### src/rtl/uart_pkg.sv
// uart_pkg: shared definitions for the buffered UART transmitter.
//   - tx_state_e : serializer FSM states
//   - DATA_BITS / STOP_BITS : frame shape constants
//   - baud_div() : clock cycles per bit time (truncating division)
// Optional feature macro: UART_TX_PARITY_EN (adds an even-parity bit, 8E1).
package uart_pkg;

    localparam int unsigned DATA_BITS = 8;
    localparam int unsigned STOP_BITS = 1;

    typedef enum logic [2:0] {
        StIdle,
        StStart,
        StData,
        StParity,
        StStop
    } tx_state_e;

    function automatic int unsigned baud_div(input int unsigned clk_freq,
                                             input int unsigned baud);
        return clk_freq / baud;
    endfunction

endpackage

### src/rtl/uart_byte_fifo.sv
// uart_byte_fifo: synchronous byte FIFO with registered level/full flags.
// Ports:
//   i_clk, i_rst        clock, synchronous active-high reset
//   i_wr, i_data        write strobe and byte; dropped while full
//   i_rd                pop request; ignored while empty
//   o_data              head-of-queue byte (combinational read)
//   o_empty, o_full     occupancy flags (o_full registered)
//   o_level             registered occupancy count
//   o_overflow          sticky, set by any write attempted while full
module uart_byte_fifo #(
    parameter int unsigned DEPTH = 16
) (
    input  logic                     i_clk,
    input  logic                     i_rst,
    input  logic                     i_wr,
    input  logic [7:0]               i_data,
    input  logic                     i_rd,
    output logic [7:0]               o_data,
    output logic                     o_empty,
    output logic                     o_full,
    output logic [$clog2(DEPTH):0]   o_level,
    output logic                     o_overflow
);

    localparam int unsigned PtrW = $clog2(DEPTH);
    localparam int unsigned LvlW = PtrW + 1;

    logic [7:0]      r_mem [DEPTH];
    logic [PtrW-1:0] r_wr_ptr;
    logic [PtrW-1:0] r_rd_ptr;
    logic [LvlW-1:0] r_level;
    logic            r_full;
    logic            r_overflow;

    logic            w_push;
    logic            w_pop;
    logic [LvlW-1:0] w_level_d;

    // A write while full is dropped even if a pop frees a slot this cycle.
    assign w_push = i_wr && !r_full;
    assign w_pop  = i_rd && (r_level != '0);

    always_comb begin
        w_level_d = r_level;
        case ({w_push, w_pop})
            2'b10:   w_level_d = r_level + 1'b1;
            2'b01:   w_level_d = r_level - 1'b1;
            default: w_level_d = r_level;
        endcase
    end

    always_ff @(posedge i_clk) begin
        if (i_rst) begin
            r_wr_ptr   <= '0;
            r_rd_ptr   <= '0;
            r_level    <= '0;
            r_full     <= 1'b0;
            r_overflow <= 1'b0;
        end else begin
            if (w_push) r_wr_ptr <= r_wr_ptr + 1'b1;
            if (w_pop)  r_rd_ptr <= r_rd_ptr + 1'b1;
            r_level <= w_level_d;
            r_full  <= (w_level_d == LvlW'(DEPTH));
            if (i_wr && r_full) r_overflow <= 1'b1;
        end
    end

    // Storage needs no reset: contents are only visible through the pointers.
    always_ff @(posedge i_clk) begin
        if (w_push) r_mem[r_wr_ptr] <= i_data;
    end

    assign o_data     = r_mem[r_rd_ptr];
    assign o_empty    = (r_level == '0);
    assign o_full     = r_full;
    assign o_level    = r_level;
    assign o_overflow = r_overflow;

endmodule

### src/rtl/uart_buf_tx.sv
// uart_buf_tx: buffered UART transmitter. Bytes written on tx_wr_i are queued
// in a FIFO and shifted out LSB first as 8N1 frames (8E1 when UART_TX_PARITY_EN
// is defined). Back-to-back frames are contiguous.
// Ports:
//   clk_i, rst      clock, synchronous active-high reset
//   tx_data_i       byte to enqueue, sampled when tx_wr_i is high
//   tx_wr_i         write strobe
//   tx_full_o       FIFO full (registered)
//   fifo_level_o    FIFO occupancy (registered)
//   overflow_o      sticky dropped-write flag
//   uart_tx_o       serial line, idle high, registered
//   uart_tx_busy    high while a frame is on the line
module uart_buf_tx
    import uart_pkg::*;
#(
    parameter int unsigned CLK_FREQ   = 50_000_000,
    parameter int unsigned BAUD       = 115200,
    parameter int unsigned FIFO_DEPTH = 16
) (
    input  logic                          clk_i,
    input  logic                          rst,
    input  logic [7:0]                    tx_data_i,
    input  logic                          tx_wr_i,
    output logic                          tx_full_o,
    output logic [$clog2(FIFO_DEPTH):0]   fifo_level_o,
    output logic                          overflow_o,
    output logic                          uart_tx_o,
    output logic                          uart_tx_busy
);

    localparam int unsigned BaudDiv = baud_div(CLK_FREQ, BAUD);
    localparam int unsigned CntW    = $clog2(BaudDiv);

    tx_state_e       r_state;
    tx_state_e       w_state_d;
    logic [CntW-1:0] r_cnt;
    logic [2:0]      r_bit;
    logic [7:0]      r_shift;
    logic            r_tx;
    logic            r_busy;

    logic            w_tick;
    logic            w_last_bit;
    logic            w_pop;
    logic            w_empty;
    logic [7:0]      w_head;
    logic            w_tx_d;

    uart_byte_fifo #(
        .DEPTH (FIFO_DEPTH)
    ) u_fifo (
        .i_clk      (clk_i),
        .i_rst      (rst),
        .i_wr       (tx_wr_i),
        .i_data     (tx_data_i),
        .i_rd       (w_pop),
        .o_data     (w_head),
        .o_empty    (w_empty),
        .o_full     (tx_full_o),
        .o_level    (fifo_level_o),
        .o_overflow (overflow_o)
    );

    assign w_tick     = (r_cnt == CntW'(BaudDiv - 1));
    assign w_last_bit = (r_bit == 3'(DATA_BITS - 1));

    always_comb begin
        w_state_d = r_state;
        w_pop     = 1'b0;
        unique case (r_state)
            StIdle: begin
                if (!w_empty) begin
                    w_pop     = 1'b1;
                    w_state_d = StStart;
                end
            end
            StStart: begin
                if (w_tick) w_state_d = StData;
            end
            StData: begin
                if (w_tick && w_last_bit) begin
`ifdef UART_TX_PARITY_EN
                    w_state_d = StParity;
`else
                    w_state_d = StStop;
`endif
                end
            end
            StParity: begin
                if (w_tick) w_state_d = StStop;
            end
            StStop: begin
                // Reload straight into START so queued frames abut with no gap.
                if (w_tick) begin
                    if (!w_empty) begin
                        w_pop     = 1'b1;
                        w_state_d = StStart;
                    end else begin
                        w_state_d = StIdle;
                    end
                end
            end
            default: w_state_d = StIdle;
        endcase
    end

`ifdef UART_TX_PARITY_EN
    logic r_par;

    always_ff @(posedge clk_i) begin
        if (rst) begin
            r_par <= 1'b0;
        end else if (w_pop) begin
            r_par <= ^w_head;
        end
    end
`endif

    // Line level for the current state; registered below so uart_tx_o is glitch-free.
    always_comb begin
        w_tx_d = 1'b1;
        case (r_state)
            StStart:  w_tx_d = 1'b0;
            StData:   w_tx_d = r_shift[0];
`ifdef UART_TX_PARITY_EN
            StParity: w_tx_d = r_par;
`endif
            default:  w_tx_d = 1'b1;
        endcase
    end

    always_ff @(posedge clk_i) begin
        if (rst) begin
            r_state <= StIdle;
            r_cnt   <= '0;
            r_bit   <= '0;
            r_shift <= '0;
            r_tx    <= 1'b1;
            r_busy  <= 1'b0;
        end else begin
            r_state <= w_state_d;
            r_tx    <= w_tx_d;
            r_busy  <= (r_state != StIdle);
            if (r_state == StIdle || w_tick) begin
                r_cnt <= '0;
            end else begin
                r_cnt <= r_cnt + 1'b1;
            end
            if (w_pop) begin
                r_shift <= w_head;
                r_bit   <= '0;
            end else if (r_state == StData && w_tick) begin
                r_shift <= r_shift >> 1;
                r_bit   <= r_bit + 1'b1;
            end
        end
    end

    assign uart_tx_o    = r_tx;
    assign uart_tx_busy = r_busy;

endmodule

### config.mk
export PLATFORM = sky130hd
export DESIGN_NAME = uart_buf_tx
export DESIGN_NICKNAME = d
export VERILOG_FILES = /design/src/rtl/uart_pkg.sv /design/src/rtl/uart_byte_fifo.sv /design/src/rtl/uart_buf_tx.sv
export SDC_FILE = /design/constraint.sdc
export NUM_CORES = 1
export LEC_CHECK = 0
export CORE_MARGIN = 4
export CORE_UTILIZATION = 36
export DETAILED_ROUTE_END_ITERATION = 12
export GPL_TIMING_DRIVEN = 0
export PLACE_DENSITY_LB_ADDON = 0.05
export SLEW_MARGIN = 20
export SYNTH_ARGS = -nofsm -noshare
export SYNTH_HDL_FRONTEND = slang
export SYNTH_SLANG_ARGS = --single-unit
### constraint.sdc
create_clock -name clk_i -period 4.9 [get_ports clk_i]
set_input_delay 0.98 -clock clk_i [delete_from_list [all_inputs] [get_ports clk_i]]
set_output_delay 0.98 -clock clk_i [all_outputs]
set_load 0.02 [all_outputs]
Word-level counts from Yosys, hierarchy flattened
Memory sizes are Yosys's and may differ from the RTL's. A register that Yosys moved wholly into a read port is not among the register bits.
Index checks and enable logic that the tools add are counted.
Storage, ports and cells
  bits in registers: 40
  latch bits: 0
  bits in writable memories: 128
  memory bits (read-only): 0
  output and inout bits: 9
  memories: 1
Cells by class
  $add $sub $neg: 6
  multiply operators: 0
  divide/modulo/power cells: 0
  $lt $le $gt $ge: 0
  eq/ne operators: 14
  shift operators: 0
  mux-type cells: 18
  bitwise operators: 0
  reductions and logical operators: 15
Memories
  u_fifo.r_mem: words 16, bits a word 8, read ports 1, clocked after Yosys merged registers in 1, write ports 1, line uart_byte_fifo.sv:28  | logic [7:0] r_mem [DEPTH];
Operator list (number)
  $mux W8: 2
  $mux W3: 5
  $pmux W3 S5: 1
  $ne A2 B2 Y1 const B: 5
  $pmux W5 S2: 1
  $add A9 B1 Y9 const B: 1
  $eq A9 B9 Y1 const B: 1
  $add A4 B1 Y4 const B: 2
  $mux W4: 2
  $eq A3 B2 Y1 const B: 2
  $eq A3 B3 Y1 const B: 2
  $add A5 B1 Y5 const B: 1
  $eq A5 B5 Y1 const B: 1
  $logic_and A1 B1 Y1: 5
  $logic_not A5 Y1: 1
  $mux W1: 5
  $reduce_and A5 Y1: 1
  $reduce_bool A5 Y1: 1
  $sub A5 B1 Y5 const B: 1
  $pmux W1 S2: 2
  $reduce_or A2 Y1: 2
  $add A3 B1 Y3 const B: 1
  $eq A3 B1 Y1 const B: 1
  $logic_not A3 Y1: 1
  6 further kinds: 6

Depth between registers and ports, before layout
  depth in word-level cells: 8
  mapped depth: 16

Cells and area by module
From an unflattened synthesis, not the netlist that was laid out.
Unflattened totals
  cell total of the unflattened synthesis: 416
  area, all modules: 7006.7 µm²
By module, submodules not included
  uart_byte_fifo: instances 1, cells an instance 298, area an instance 5889.4 µm²
  uart_buf_tx: instances 1, cells an instance 118, area an instance 1117.3 µm²

Worst setup path after synthesis
No wires, ideal clock.
  kind: input -> register
  start point: in tx_wr_i
  end point: reg u_fifo.r_full (netlist: u_fifo.o_full)
  setup time: 0.117 ns
  arrival time: 3.255 ns
  data required time: 4.783 ns
  path slack: 1.528 ns
  stages: 12
  path buffers: 2
  cells stage by stage: nor2b_1 -> clkbuf_1 -> inv_1 -> ha_1 -> buf_2 -> xor2_1 -> ha_1 -> o31a_1 -> or3_1 -> a21oi_2 -> mux2_4 -> and4b_1
Between the ends
  word-level cells in the longest chain between the ends: 4
Ends and longest elaborated chain
  start, declared: line uart_buf_tx.sv:23  | input logic tx_wr_i,
  $logic_and A1 B1 Y1 (*): line uart_byte_fifo.sv:40  | assign w_push = i_wr && !r_full;
  $eq A2 B1 Y1 or $eq A2 B2 Y1 (tied branches): line uart_byte_fifo.sv:45  | case ({w_push, w_pop})
  $pmux W5 S2 (*): line uart_byte_fifo.sv:45
  $eq A5 B5 Y1 (*): line uart_byte_fifo.sv:63  | r_full <= (w_level_d == LvlW'(DEPTH));
  end signal, assigned: line uart_byte_fifo.sv:63
  end, declared: line uart_byte_fifo.sv:32  | logic r_full;
Every way passes the cells marked *; elsewhere a longest branch is shown, timed or not.
A chain may end at the register's enable or synchronous reset.

Final worst setup path
Same ends and word-level chain as after synthesis.

==> report_table.html <==
<table>
<tr><th>Metric</th><th>Value</th></tr>
<tr><th colspan="2">Power</th></tr>
<tr><td>Static Leakage</td><td>0.00265 uW</td></tr>
<tr><td>Worst-case vdd ir drop</td><td>approximately 240 uV</td></tr>
<tr><td>Power Dens Cells</td><td>roughly 500 mW/mm^2</td></tr>
<tr><th colspan="2">Clock tree</th></tr>
<tr><td>Clock insertion delay at the later pin of the skew report</td><td>approximately 0.43 ns</td></tr>
<tr><td>Clock tree sinks</td><td>172</td></tr>
<tr><td>Post-CTS repair timing setup buffer count</td><td>0</td></tr>
<tr><td>Number of H-tree levels</td><td>4</td></tr>
<tr><td>Clock Pin Slew Worst Setup and Hold Paths</td><td>0.07 ns</td></tr>
<tr><td>Number of buffers inserted for hold repair after clock tree synthesis</td><td>0</td></tr>
<tr><td>TritonCTS clock tree</td><td>yes</td></tr>
<tr><td>Root buffer cell</td><td>sky130_fd_sc_hd__clkbuf_16</td></tr>
<tr><td>Total clock buffers created by CTS</td><td>17</td></tr>
<tr><td>CTS Buffer Depth</td><td>2</td></tr>
<tr><td>Count of instances resized after the clock tree is built</td><td>0</td></tr>
<tr><th colspan="2">Timing</th></tr>
<tr><td>Clock period minus final worst setup slack</td><td>between 3 and 4 ns</td></tr>
<tr><td>Worst slew slack as a fraction of its limit</td><td>0.484</td></tr>
<tr><td>Post-route clock skew</td><td>about 0.012 ns</td></tr>
<tr><td>Final Setup Violations</td><td>0</td></tr>
<tr><td>Number of hold violations in the final report</td><td>0</td></tr>
<tr><td>Max Transition Viols Final</td><td>0</td></tr>
<tr><td>Final setup slack of the worst path</td><td>1.13 ns</td></tr>
<tr><td>TNS Setup</td><td>0 ns</td></tr>
<tr><td>Slew at the pin closest to its max-slew limit</td><td>between 0.7 and 0.8 ns</td></tr>
<tr><td>Final period utilization</td><td>0.770</td></tr>
<tr><td>Top achievable clock speed</td><td>~260 MHz</td></tr>
<tr><td>Setup repair after global routing missed its margin</td><td>no</td></tr>
<tr><th colspan="2">Yosys</th></tr>
<tr><td>Most used flip-flop cell after synthesis</td><td>sky130_fd_sc_hd__edfxtp_1</td></tr>
<tr><td>Post-synth design cell area</td><td>~0.007 sq mm</td></tr>
<tr><td>Share of flip-flops with an asynchronous set or reset</td><td>0</td></tr>
<tr><td>Total number of yosys warnings</td><td>0</td></tr>
<tr><td>Mean instance size in the synthesized netlist</td><td>approximately 16 sq um</td></tr>
<tr><td>Count of flip-flops with a built-in enable after synthesis</td><td>~130</td></tr>
<tr><td>Gate Count Post-Synth</td><td>approximately 430</td></tr>
<tr><td>Synthesized net count</td><td>456</td></tr>
<tr><td>Share of the yosys chip area belonging to registers</td><td>0.674</td></tr>
<tr><td>Unique masters post-synth</td><td>48</td></tr>
<tr><td>Synthesized flop and latch total</td><td>between 150 and 200</td></tr>
<tr><th colspan="2">Cells and area</th></tr>
<tr><td>Syn-to-layout area delta</td><td>15.5%</td></tr>
<tr><td>Share of the core filled with cells in the final layout</td><td>0.427</td></tr>
<tr><td>Filler-free cell count of the finished design</td><td>between 700 and 800</td></tr>
<tr><td>Nets</td><td>494</td></tr>
<tr><td>Diodes inserted</td><td>0</td></tr>
<tr><td>Non-Filler Cell Area, Final</td><td>approximately 0.0081 sq mm</td></tr>
<tr><td>Layout cell share with drive strength beyond 1</td><td>0.211</td></tr>
<tr><th colspan="2">Drt</th></tr>
<tr><td>Routed vias</td><td>~3.7k</td></tr>
<tr><td>Aggregate routed wire length</td><td>approximately 15000 um</td></tr>
<tr><td>DR iter-0 viols</td><td>around 220</td></tr>
<tr><td>Post-route antenna net violation count</td><td>0</td></tr>
<tr><td>Via count normalized by instance count</td><td>4.94</td></tr>
<tr><td>Routed wire length per instance</td><td>around 20 um</td></tr>
<tr><td>Number of design rule violations left after detail routing</td><td>0</td></tr>
<tr><td>Number of optimization iterations in the first detailed-route pass</td><td>6</td></tr>
<tr><th colspan="2">Run status</th></tr>
<tr><td>Run status</td><td>complete, no violations</td></tr>
<tr><th colspan="2">Setup path</th></tr>
<tr><td>Critical Path End Type</td><td>flop</td></tr>
<tr><td>Element type at the critical path start</td><td>input port</td></tr>
<tr><td>Cell type of the slowest stage on the worst timing path</td><td>sky130_fd_sc_hd__clkdlybuf4s50_1</td></tr>
<tr><td>Maximum fanout count along the critical path</td><td>8</td></tr>
<tr><td>R2R setup slack</td><td>1.32 ns</td></tr>
<tr><td>Delay of the slowest cell on the worst path</td><td>around 0.48 ns</td></tr>
<tr><td>Kind of cell with the highest combined delay on the critical path</td><td>buffers and inverters</td></tr>
<tr><td>Worst path buffer plus inverter count</td><td>4</td></tr>
<tr><td>FF-to-FF End</td><td>u_fifo.o_full</td></tr>
<tr><td>Required time worst endpoint</td><td>between 5 and 6 ns</td></tr>
<tr><td>Cells along the critical path</td><td>clkdlybuf4s50_1 -&gt; nor2b_1 -&gt; clkbuf_1 -&gt; inv_1 -&gt; ha_1 -&gt; buf_2 -&gt; xor2_1 -&gt; ha_1 -&gt; o31a_1 -&gt; or3_1 -&gt; a21oi_2 -&gt; mux2_4 -&gt; and4b_1</td></tr>
<tr><td>Cells on worst reg2reg path</td><td>16</td></tr>
<tr><td>Type of the worst setup path</td><td>in2reg</td></tr>
<tr><td>R2r startpoint</td><td>r_cnt[1]</td></tr>
<tr><td>Critical path startpoint</td><td>tx_wr_i</td></tr>
<tr><td>Most repeated library cell on the critical path</td><td>sky130_fd_sc_hd__ha_1</td></tr>
<tr><td>Data arrival time of the critical path</td><td>4.10 ns</td></tr>
<tr><th colspan="2">Min path</th></tr>
<tr><td>Hold WC Path Type</td><td>reg2reg</td></tr>
<tr><td>Hold path depth</td><td>2</td></tr>
<tr><td>Worst hold start</td><td>u_fifo.o_overflow</td></tr>
<tr><td>Terminating pin of the worst hold path</td><td>u_fifo.o_overflow</td></tr>
<tr><th colspan="2">Place</th></tr>
<tr><td>Post-detail-place hpwl</td><td>between 9000 and 10000 um</td></tr>
<tr><td>Placement Setup Slack</td><td>about 0.7 ns</td></tr>
<tr><td>Number of port buffers</td><td>19</td></tr>
<tr><td>Weighted congestion reported at the end of routability-driven placement</td><td>a little over 0.7</td></tr>
<tr><td>Placed cell count</td><td>712</td></tr>
<tr><td>Placed cell area</td><td>0.00753 sq mm</td></tr>
<tr><th colspan="2">Global routing</th></tr>
<tr><td>Global-route congestion overflow total</td><td>0</td></tr>
<tr><td>First-pass GRT wire length</td><td>22900 um</td></tr>
<tr><td>Number of antenna violations at the first check in global routing</td><td>0</td></tr>
<tr><td>Global router's overall resource usage</td><td>0.143</td></tr>
<tr><td>Pin count of the biggest net entering global routing</td><td>19</td></tr>
<tr><td>Vias in the first global route</td><td>3698</td></tr>
<tr><th colspan="2">Flow run</th></tr>
<tr><td>Count of max-cap constraint violations</td><td>0</td></tr>
<tr><th colspan="2">Floorplanning</th></tr>
<tr><td>Width of the die</td><td>approximately 150 um</td></tr>
<tr><td>Die area</td><td>about 0.022 sq mm</td></tr>
<tr><td>Effective utilization at floorplan</td><td>0.370</td></tr>
<tr><td>Cell row count</td><td>50</td></tr>
<tr><td>Area of the core region</td><td>0.0190 sq mm</td></tr>
<tr><td>Die Y</td><td>about 150 um</td></tr>
<tr><td># IOs</td><td>20</td></tr>
</table>
==> cells in the mapped netlist, types with 6 or more instances <==
cell type | count | share of area
sky130_fd_sc_hd__a22oi_1 | 16 | 0.017
sky130_fd_sc_hd__nand2_1 | 18 | 0.0096
sky130_fd_sc_hd__a21oi_2 | 8 | 0.010
sky130_fd_sc_hd__dfxtp_1 | 44 | 0.13
sky130_fd_sc_hd__xor2_1 | 13 | 0.016
sky130_fd_sc_hd__a21oi_1 | 6 | 0.0043
sky130_fd_sc_hd__ha_1 | 12 | 0.021
sky130_fd_sc_hd__nor2_1 | 30 | 0.016
sky130_fd_sc_hd__a211oi_2 | 7 | 0.012
sky130_fd_sc_hd__and2_1 | 18 | 0.016
sky130_fd_sc_hd__edfxtp_1 | 128 | 0.55
sky130_fd_sc_hd__inv_1 | 6 | 0.0032
sky130_fd_sc_hd__nand3_1 | 6 | 0.0043
sky130_fd_sc_hd__and3_1 | 11 | 0.0098
sky130_fd_sc_hd__xnor2_1 | 6 | 0.0075
sky130_fd_sc_hd__nor2b_1 | 6 | 0.0054
sky130_fd_sc_hd__mux4_2 | 32 | 0.10
==> flip-flops by register name, indices dropped and copies added, names as in the netlist, 3 cells and up, named ones only <==
signal,flops
u_fifo.r_mem,128
r_cnt,9
r_shift,8
u_fifo.o_level,5
u_fifo.r_rd_ptr,4
u_fifo.r_wr_ptr,4
r_bit,3
r_state,3
==> through the flow <==
| step | hold slack (ns) | power [uW] |
|---|---|---|
| 3_5_place_dp | 0.457 | 2840 |
| 3_3_place_gp | 0.450 | 2820 |
| 4_1_cts | 0.474 | 4150 |
| 6_report | 0.470 | 4100 |
| 5_1_grt | 0.489 | 4320 |
| 2_1_floorplan | 0.447 | 2540 |
==> cells by family after synthesis <==
group,Yosys count,share of synthesized area
buffers and inverters,29,0.0234
muxes,36,0.109
AOI/OAI and AO/OA,49,0.0559
xor gates and xnor gates,19,0.0237
adders and majority gates,12,0.0214
DFF,172,0.674
and+or+nand+nor,116,0.0925
==> layout make-up <==
cell class | count | area [sq um]
Clock inverter | 14 | 141
Fill cell | 1709 | 10900
Multi-Input combinational cell | 232 | 2120
Buffer | 22 | 138
Inverter | 7 | 26.3
Timing Repair Buffer | 19 | 190
Clock buffer | 18 | 429
Sequential cell | 172 | 4720
Tap cell | 260 | 325
==> cells in the final DEF (no fill, tap or decap), drive strengths merged, types with 6 or more instances in the layout <==
master	n
edfxtp	128
nor3	8
a211oi	8
clkdlybuf4s50	19
and3	11
a22oi	16
nand3	7
xnor2	6
nand2	19
xor2	13
a21oi	14
clkbuf	23
inv	16
mux4	32
nor2	30
ha	12
dfxtp	44
and2	18
nor2b	6
buf	17
==> layer usage <==
metal | GRT usage | share of wire | up-vias
li1 | - | - | 1742
met1 | 0.198 | 0.48 | 1840
met2 | 0.226 | 0.47 | 73
met3 | 0.0368 | 0.041 | 20
met4 | 0.0419 | 0.012 | 0
met5 | 0 | 0 | -
==> power by group <==
part | internal (uW) | leakage, uW | total, uW | switching (uW)
sequential | 1670 | 0.00152 | 1730 | 63.3
clock | 679 | 0.000278 | 1300 | 625
combinational | 474 | 0.000859 | 1060 | 589
total | 2820 | 0.00265 | 4100 | 1280
==> worst max path at each step <==
stage                     slack [ns]  depth (start not counted)       endpoint
after floorplan                 1.53                         12  u_fifo.o_full
after global placement          0.75                         13  u_fifo.o_full
after detailed placement        0.72                         13  u_fifo.o_full
after CTS                       1.17                         13  u_fifo.o_full
after global routing            0.95                         13  u_fifo.o_full
final                           1.13                         13  u_fifo.o_full
==> worst register-to-register path, stage by stage (launching register included) <==
cell and delay, ns:
sky130_fd_sc_hd__dfxtp_1 0.40, sky130_fd_sc_hd__inv_1 0.06, sky130_fd_sc_hd__ha_1 0.18, sky130_fd_sc_hd__and4bb_2 0.26, sky130_fd_sc_hd__a31o_2 0.28, sky130_fd_sc_hd__nand2_2 0.11, sky130_fd_sc_hd__inv_2 0.06, sky130_fd_sc_hd__buf_4 0.19
sky130_fd_sc_hd__ha_1 0.19, sky130_fd_sc_hd__buf_2 0.16, sky130_fd_sc_hd__xor2_1 0.17, sky130_fd_sc_hd__ha_1 0.22, sky130_fd_sc_hd__o31a_1 0.23, sky130_fd_sc_hd__or3_1 0.32, sky130_fd_sc_hd__a21oi_2 0.16, sky130_fd_sc_hd__mux2_4 0.32
sky130_fd_sc_hd__and4b_1 0.17
(Power assumes the default switching activity.)
==> variant 1: new RTL, same flow settings <==
Build with the macro `UART_TX_PARITY_EN` defined.
--- a/src/rtl/uart_buf_tx.sv
+++ b/src/rtl/uart_buf_tx.sv
@@ -11,4 +11,6 @@
 //   uart_tx_o       serial line, idle high, registered
 //   uart_tx_busy    high while a frame is on the line
+`define UART_TX_PARITY_EN
+
 module uart_buf_tx
     import uart_pkg::*;
Behaviour: same outputs for any inputs over 10 cycles, from zero or initial values and one cycle with rst high; that may be too few to reach the edited logic, so the function may still have changed.
==> variant 1 against the unedited design <==
- sequential cell count is 1 higher
- cell area is 0.56% higher
- cell count is 3.9% higher
- total power is 3.5% higher
- combinational power is 8% higher
- setup slack better by 100 ps
- routed wire length is 1.2% lower
- die area is 0.33% higher
- count of clock-buffer cells in the layout stayed put
- register-to-register slack worse by 30 ps
- area after synthesis is 0.34% higher
- critical path type unchanged
- critical endpoint unchanged
- largest cell class unchanged
==> variant 1: results (changes against the unedited design) <==
metric;value;unit;change
reg2reg path depth;14;;was 16
DRT Pass-1 Iters;4;;was 6
First DRT Iteration DRCs;299;;was 217
Detail Placement HPWL;9770;microns;was 9760 microns
CTS resizes;0;;unchanged
via count;3841;;was 3,675
synth warn;0;;unchanged
worst r2r src;u_fifo.o_level[1]$_SDFF_PP0_;;was r_cnt[1]$_SDFF_PP0_
syn nets;486;;was 456
# H-tree levels;4;;unchanged
CTS buffer count;17;;unchanged
leak pwr;2.72;nW;was 2.65 nW
most instantiated cells after synthesis;edfxtp_1 (128), nor2_1 (58), dfxtp_1 (45);;was edfxtp_1 (128), dfxtp_1 (44), mux4_2 (32)
R2R setup slack;1290;ps;was 1320 ps
nets;523;;was 494
Clk Tree Root Cell;clkbuf_16;;unchanged
wire length per cell;19.1;microns;was 20.0 microns
IO Port Bufs;18;;was 19
sequential fraction of the synthesis area;67.4;%;about the same
worst-case vdd ir drop;0.249;mV;was 0.242 mV
Worst Tran Pin Value;845;ps;was 771 ps
reg2reg end;u_fifo.o_full$_SDFF_PP0_;;unchanged
CP arrival;3980;ps;was 4100 ps
Placer Congestion;0.805;;was 0.723
outcome;finished clean;;unchanged
most frequent cell after synthesis;edfxtp_1;;unchanged
n_diodes;0;;unchanged
worst skew pair latency;420;ps;
Post-Place Cells;741;;was 712
WHS Path Cells;2;;unchanged
Hold WC Path Type;register to register;;unchanged
global-route wire length before repair;23400;microns;was 22,900 microns
asr flop ratio synth;0;%;unchanged
Worst path top cell family by delay;compound AO/OA/AOI/OAI gates;;was buffers and inverters
Clock Skew;10.3;ps;was 11.5 ps
antenna violations before repair;0;;unchanged
top cells by area, synth;edfxtp_1 (55%), dfxtp_1 (13%), mux4_2 (10%), nor2_1 (3.1%), ha_1 (2.1%);;was edfxtp_1 (55%), dfxtp_1 (13%), mux4_2 (10%), ha_1 (2.1%), a22oi_1 (1.7%)
fillers;1738;;was 1,709
Post-synth EDFFs;128;;unchanged
total track usage;14.5;%;was 14.3%
biggest registers after layout;u_fifo.r_mem x128, r_cnt x9, r_shift x8;;unchanged
hold path endpoint;r_shift[7]$_SDFFE_PP0P_;;was u_fifo.o_overflow$_SDFFE_PP0P_
Hold Startpoint;r_shift[7]$_SDFFE_PP0P_;;was u_fifo.o_overflow$_SDFFE_PP0P_
Max stage delay on crit path;470;ps;
Reg clk slew, reported paths;70;ps;about the same
Distinct cells, synth;45;;was 48
Clock Path Buffers;2;;unchanged
CP Max Fanout;8;;unchanged
syn avg cell area;15.2;sq um;was 16.2 sq um
Finished Layout Cells;773;;was 744
largest net degree at the start of global routing;18;;was 19
# Post-CTS Setup Buffers;0;;unchanged
slowest CP cell;clkdlybuf4s50_1;;unchanged
layout cells sized above 1;16.0;%;was 21.1%
vias in the first global route;4019;;was 3,698
==> variant 1: cell types whose count changed in the layout (fill, tap and decap cells not counted), sizes merged, moves of 2 or more <==
cell	unedited run	this run
and2	18	1
and3	11	0
buf	17	14
clkbuf	23	30
mux2i	3	11
nand2	19	27
nand2b	0	2
nor2	30	58
nor3	8	10
or3	4	0
or4	0	2
xnor2	6	15
xor2	13	11
==> variant 1: power by group <==
group	internal, mW	switching (mW)
Combinational	0.518	0.631
Clock	0.725	0.611
Sequential	1.69	0.0681
==> variant 1: kinds of logic after synthesis <==
group | Yosys count | synth area share (%)
flops | 173 | 67.4
simple gates | 123 | 7.95
compound gates | 50 | 5.03
mux | 44 | 12.0
buf+inv | 35 | 2.17
xor+xnor | 26 | 3.24
fa+ha+maj | 12 | 2.13
==> variant 1: worst min-delay path, delay by kind of cell (launching register included) <==
family,cells,cell delay [ps]
flip-flops,1,310
AO/OA/AOI/OAI,1,60
AND/OR/NAND/NOR,1,60
==> variant 1: worst max path at each step <==
stage / startpoint / end / slack, ps / cells past startpoint
after floorplan: tx_wr_i / u_fifo.o_full$_SDFF_PP0_ / 1570 / 13
after global placement: tx_wr_i / u_fifo.o_full$_SDFF_PP0_ / 810 / 14
after detailed placement: tx_wr_i / u_fifo.o_full$_SDFF_PP0_ / 810 / 14
after CTS: r_cnt[0]$_SDFF_PP0_ / u_fifo.o_full$_SDFF_PP0_ / 1230 / 14
after global routing: u_fifo.o_level[2]$_SDFF_PP0_ / u_fifo.o_full$_SDFF_PP0_ / 940 / 14
final: tx_wr_i / u_fifo.o_full$_SDFF_PP0_ / 1230 / 14
==> variant 1: cell type report <==
| type | instances | share of cell area (%) |
|---|---|---|
| flip-flops and latches | 173 | 58.3 |
| multi-input cells | 255 | 26.5 |
| clock buffers | 18 | 5.27 |
| well taps | 260 | 4.00 |
| repair buffers | 18 | 2.21 |
| clock inverters | 14 | 1.87 |
| plain buffers | 26 | 1.46 |
| inverters | 9 | 0.415 |
==> variant 1: routing by layer <==
metal  GRT usage [%]  share of wire [%]  routed length (microns)  vias up
li1                -                  -                        -     1828
met1            18.7                 46                     6750     1955
met2            24.4                 50                     7410       52
met3            3.74                3.1                      458        6
met4            3.77               0.75                      111        0
met5               0                  0                        0        -
==> variant 1: through the flow <==
step                setup slack, ps  hold slack, ps  cell area, sq um
finish                         1230             482              8140
floorplan                      1570             444              7030
global route                    938             496              8140
CTS                            1230             479              8140
global placement                807             448              7540
detailed placement              813             471              7560
==> variant 2: new RTL, config.mk and constraints unchanged <==
Made on the original files. Encoding of `tx_state_e`: now one-hot (5 bits for 5 states).
--- a/src/rtl/uart_pkg.sv
+++ b/src/rtl/uart_pkg.sv
@@ -9,10 +9,10 @@
     localparam int unsigned STOP_BITS = 1;
 
-    typedef enum logic [2:0] {
-        StIdle,
-        StStart,
-        StData,
-        StParity,
-        StStop
+    typedef enum logic [4:0] {
+        StIdle   = 5'b00001,
+        StStart  = 5'b00010,
+        StData   = 5'b00100,
+        StParity = 5'b01000,
+        StStop   = 5'b10000
     } tx_state_e;
 
Function: no difference found for any inputs over 10 cycles, from zero or initial values and one cycle with rst high; not proved beyond that.
==> variant 2 against the unedited design <==
- sequential cell count rose by 1
- total power fell by 0.44%
- first-iteration DRC count fell by 6.9%
- area after synthesis did not move
- setup slack got worse by 18 ps
- utilization rose by 0.26 points
- non-clock buffer count rose by 3
- routed wire length fell by 0.48%
- cell area rose by 0.62%
- critical path depth did not move
- critical path type unchanged
- largest cell class unchanged
- highest routed layer unchanged
==> variant 2: results (changes against the unedited design) <==
metric;value;unit;change
Placer Congestion;0.763;;was 0.723
worst-case vdd ir drop;0.257;mV;was 0.242 mV
syn avg cell area;15.9;sq um;was 16.2 sq um
syn nets;464;;was 456
DRT Pass-1 Iters;4;;was 6
CP arrival;4110;ps;was 4100 ps
largest net degree at the start of global routing;17;;was 19
fillers;1701;;was 1,709
Fmax;0.264;GHz;was 0.265 GHz
wire length per cell;19.7;microns;was 20.0 microns
outcome;finished clean;;unchanged
CP Max Fanout;9;;was 8
Detail Placement HPWL;9780;microns;was 9760 microns
vias in the first global route;3936;;was 3,698
# Post-CTS Setup Buffers;0;;unchanged
Placed Instance Area;7550;sq um;was 7530 sq um
R2R setup slack;1140;ps;was 1320 ps
total track usage;14.6;%;was 14.3%
met3 global-route usage;3.95;%;was 3.68%
First DRT Iteration DRCs;202;;was 217
Clock Skew;7.60;ps;was 11.5 ps
most instantiated cells after synthesis;edfxtp_1 (128), dfxtp_1 (45), nor2_1 (42);;was edfxtp_1 (128), dfxtp_1 (44), mux4_2 (32)
reg2reg path depth;15;;was 16
nets;503;;was 494
Distinct cells, synth;50;;was 48
global routing usage on met1;20.0;%;was 19.8%
GRT met2 Usage;22.9;%;was 22.6%
sequential fraction of the synthesis area;67.7;%;was 67.4%
via count;3751;;was 3,675
global-route wire length before repair;23600;microns;was 22,900 microns
internal power;2.90;mW;was 2.82 mW
Worst Tran Pin Value;919;ps;was 771 ps
Post-Place Cells;721;;was 712
total wire length;14800;microns;was 14,900 microns
-- variant 2: cell types whose count changed in the layout (fill, tap and decap cells not counted), sizes merged, moves of 6 or more --
cell	before	now
mux2i	3	11
clkbuf	23	29
nor2	30	43
and2	18	1
-- variant 2: final cells by class --
class,instances,area [sq um],share of cell area [%]
clock inverters,13,164,2.01
clock buffers,18,429,5.27
repair buffers,20,198,2.43
plain buffers,24,116,1.43
flip-flops and latches,173,4740,58.2
multi-input cells,236,2140,26.3
well taps,260,325,3.99
inverters,8,30.0,0.369
-- variant 2: logic make-up after synthesis --
| kind of cell | Yosys count | synth area share [%] |
|---|---|---|
| XOR/XNOR | 17 | 2.12 |
| adder cells (fa/ha/maj) | 12 | 2.14 |
| AND/OR/NAND/NOR | 113 | 8.75 |
| AO/OA/AOI/OAI | 49 | 5.05 |
| flip-flops | 173 | 67.7 |
| multiplexers | 45 | 12.2 |
| buffers and inverters | 32 | 2.09 |
-- variant 2: per-layer routing --
metal / vias to the layer above / part of all wire (%)
li1: 1771 / -
met1: 1917 / 48
met2: 50 / 48
met3: 13 / 3.4
met4: 0 / 1.3
met5: - / 0
-- variant 2: worst max-delay path, stage by stage --
cell and delay [ps]:
clkdlybuf4s50_1 470, nor2b_1 140, clkbuf_1 340, inv_1 120, ha_1 210, clkbuf_1 180
xor2_1 200, ha_1 230, o31a_1 240, or3_1 310, a21oi_1 150, mux2_2 370
and4b_1 180
-- variant 2: how the worst min path moves through the flow --
stage / startpoint / to / slack [ps] / depth (start not counted)
finish: u_fifo.o_overflow$_SDFFE_PP0P_ / u_fifo.o_overflow$_SDFFE_PP0P_ / 470 / 2
global placement: u_fifo.o_overflow$_SDFFE_PP0P_ / u_fifo.o_overflow$_SDFFE_PP0P_ / 450 / 2
detailed placement: u_fifo.o_overflow$_SDFFE_PP0P_ / u_fifo.o_overflow$_SDFFE_PP0P_ / 460 / 2
CTS: u_fifo.o_overflow$_SDFFE_PP0P_ / u_fifo.o_overflow$_SDFFE_PP0P_ / 480 / 2
floorplan: r_cnt[0]$_SDFF_PP0_ / r_cnt[0]$_SDFF_PP0_ / 440 / 1
global route: u_fifo.o_overflow$_SDFFE_PP0P_ / u_fifo.o_overflow$_SDFFE_PP0P_ / 510 / 2
-- variant 2: power by group through the flow --
stage / Clock (mW) / Combinational (mW) / Sequential [mW]
global route: 1.48 / 1.08 / 1.76
finish: 1.38 / 0.958 / 1.74
CTS: 1.42 / 0.981 / 1.74
global placement: 0 / 0.971 / 1.77
detailed placement: 0 / 0.977 / 1.77
floorplan: 0 / 0.673 / 1.79
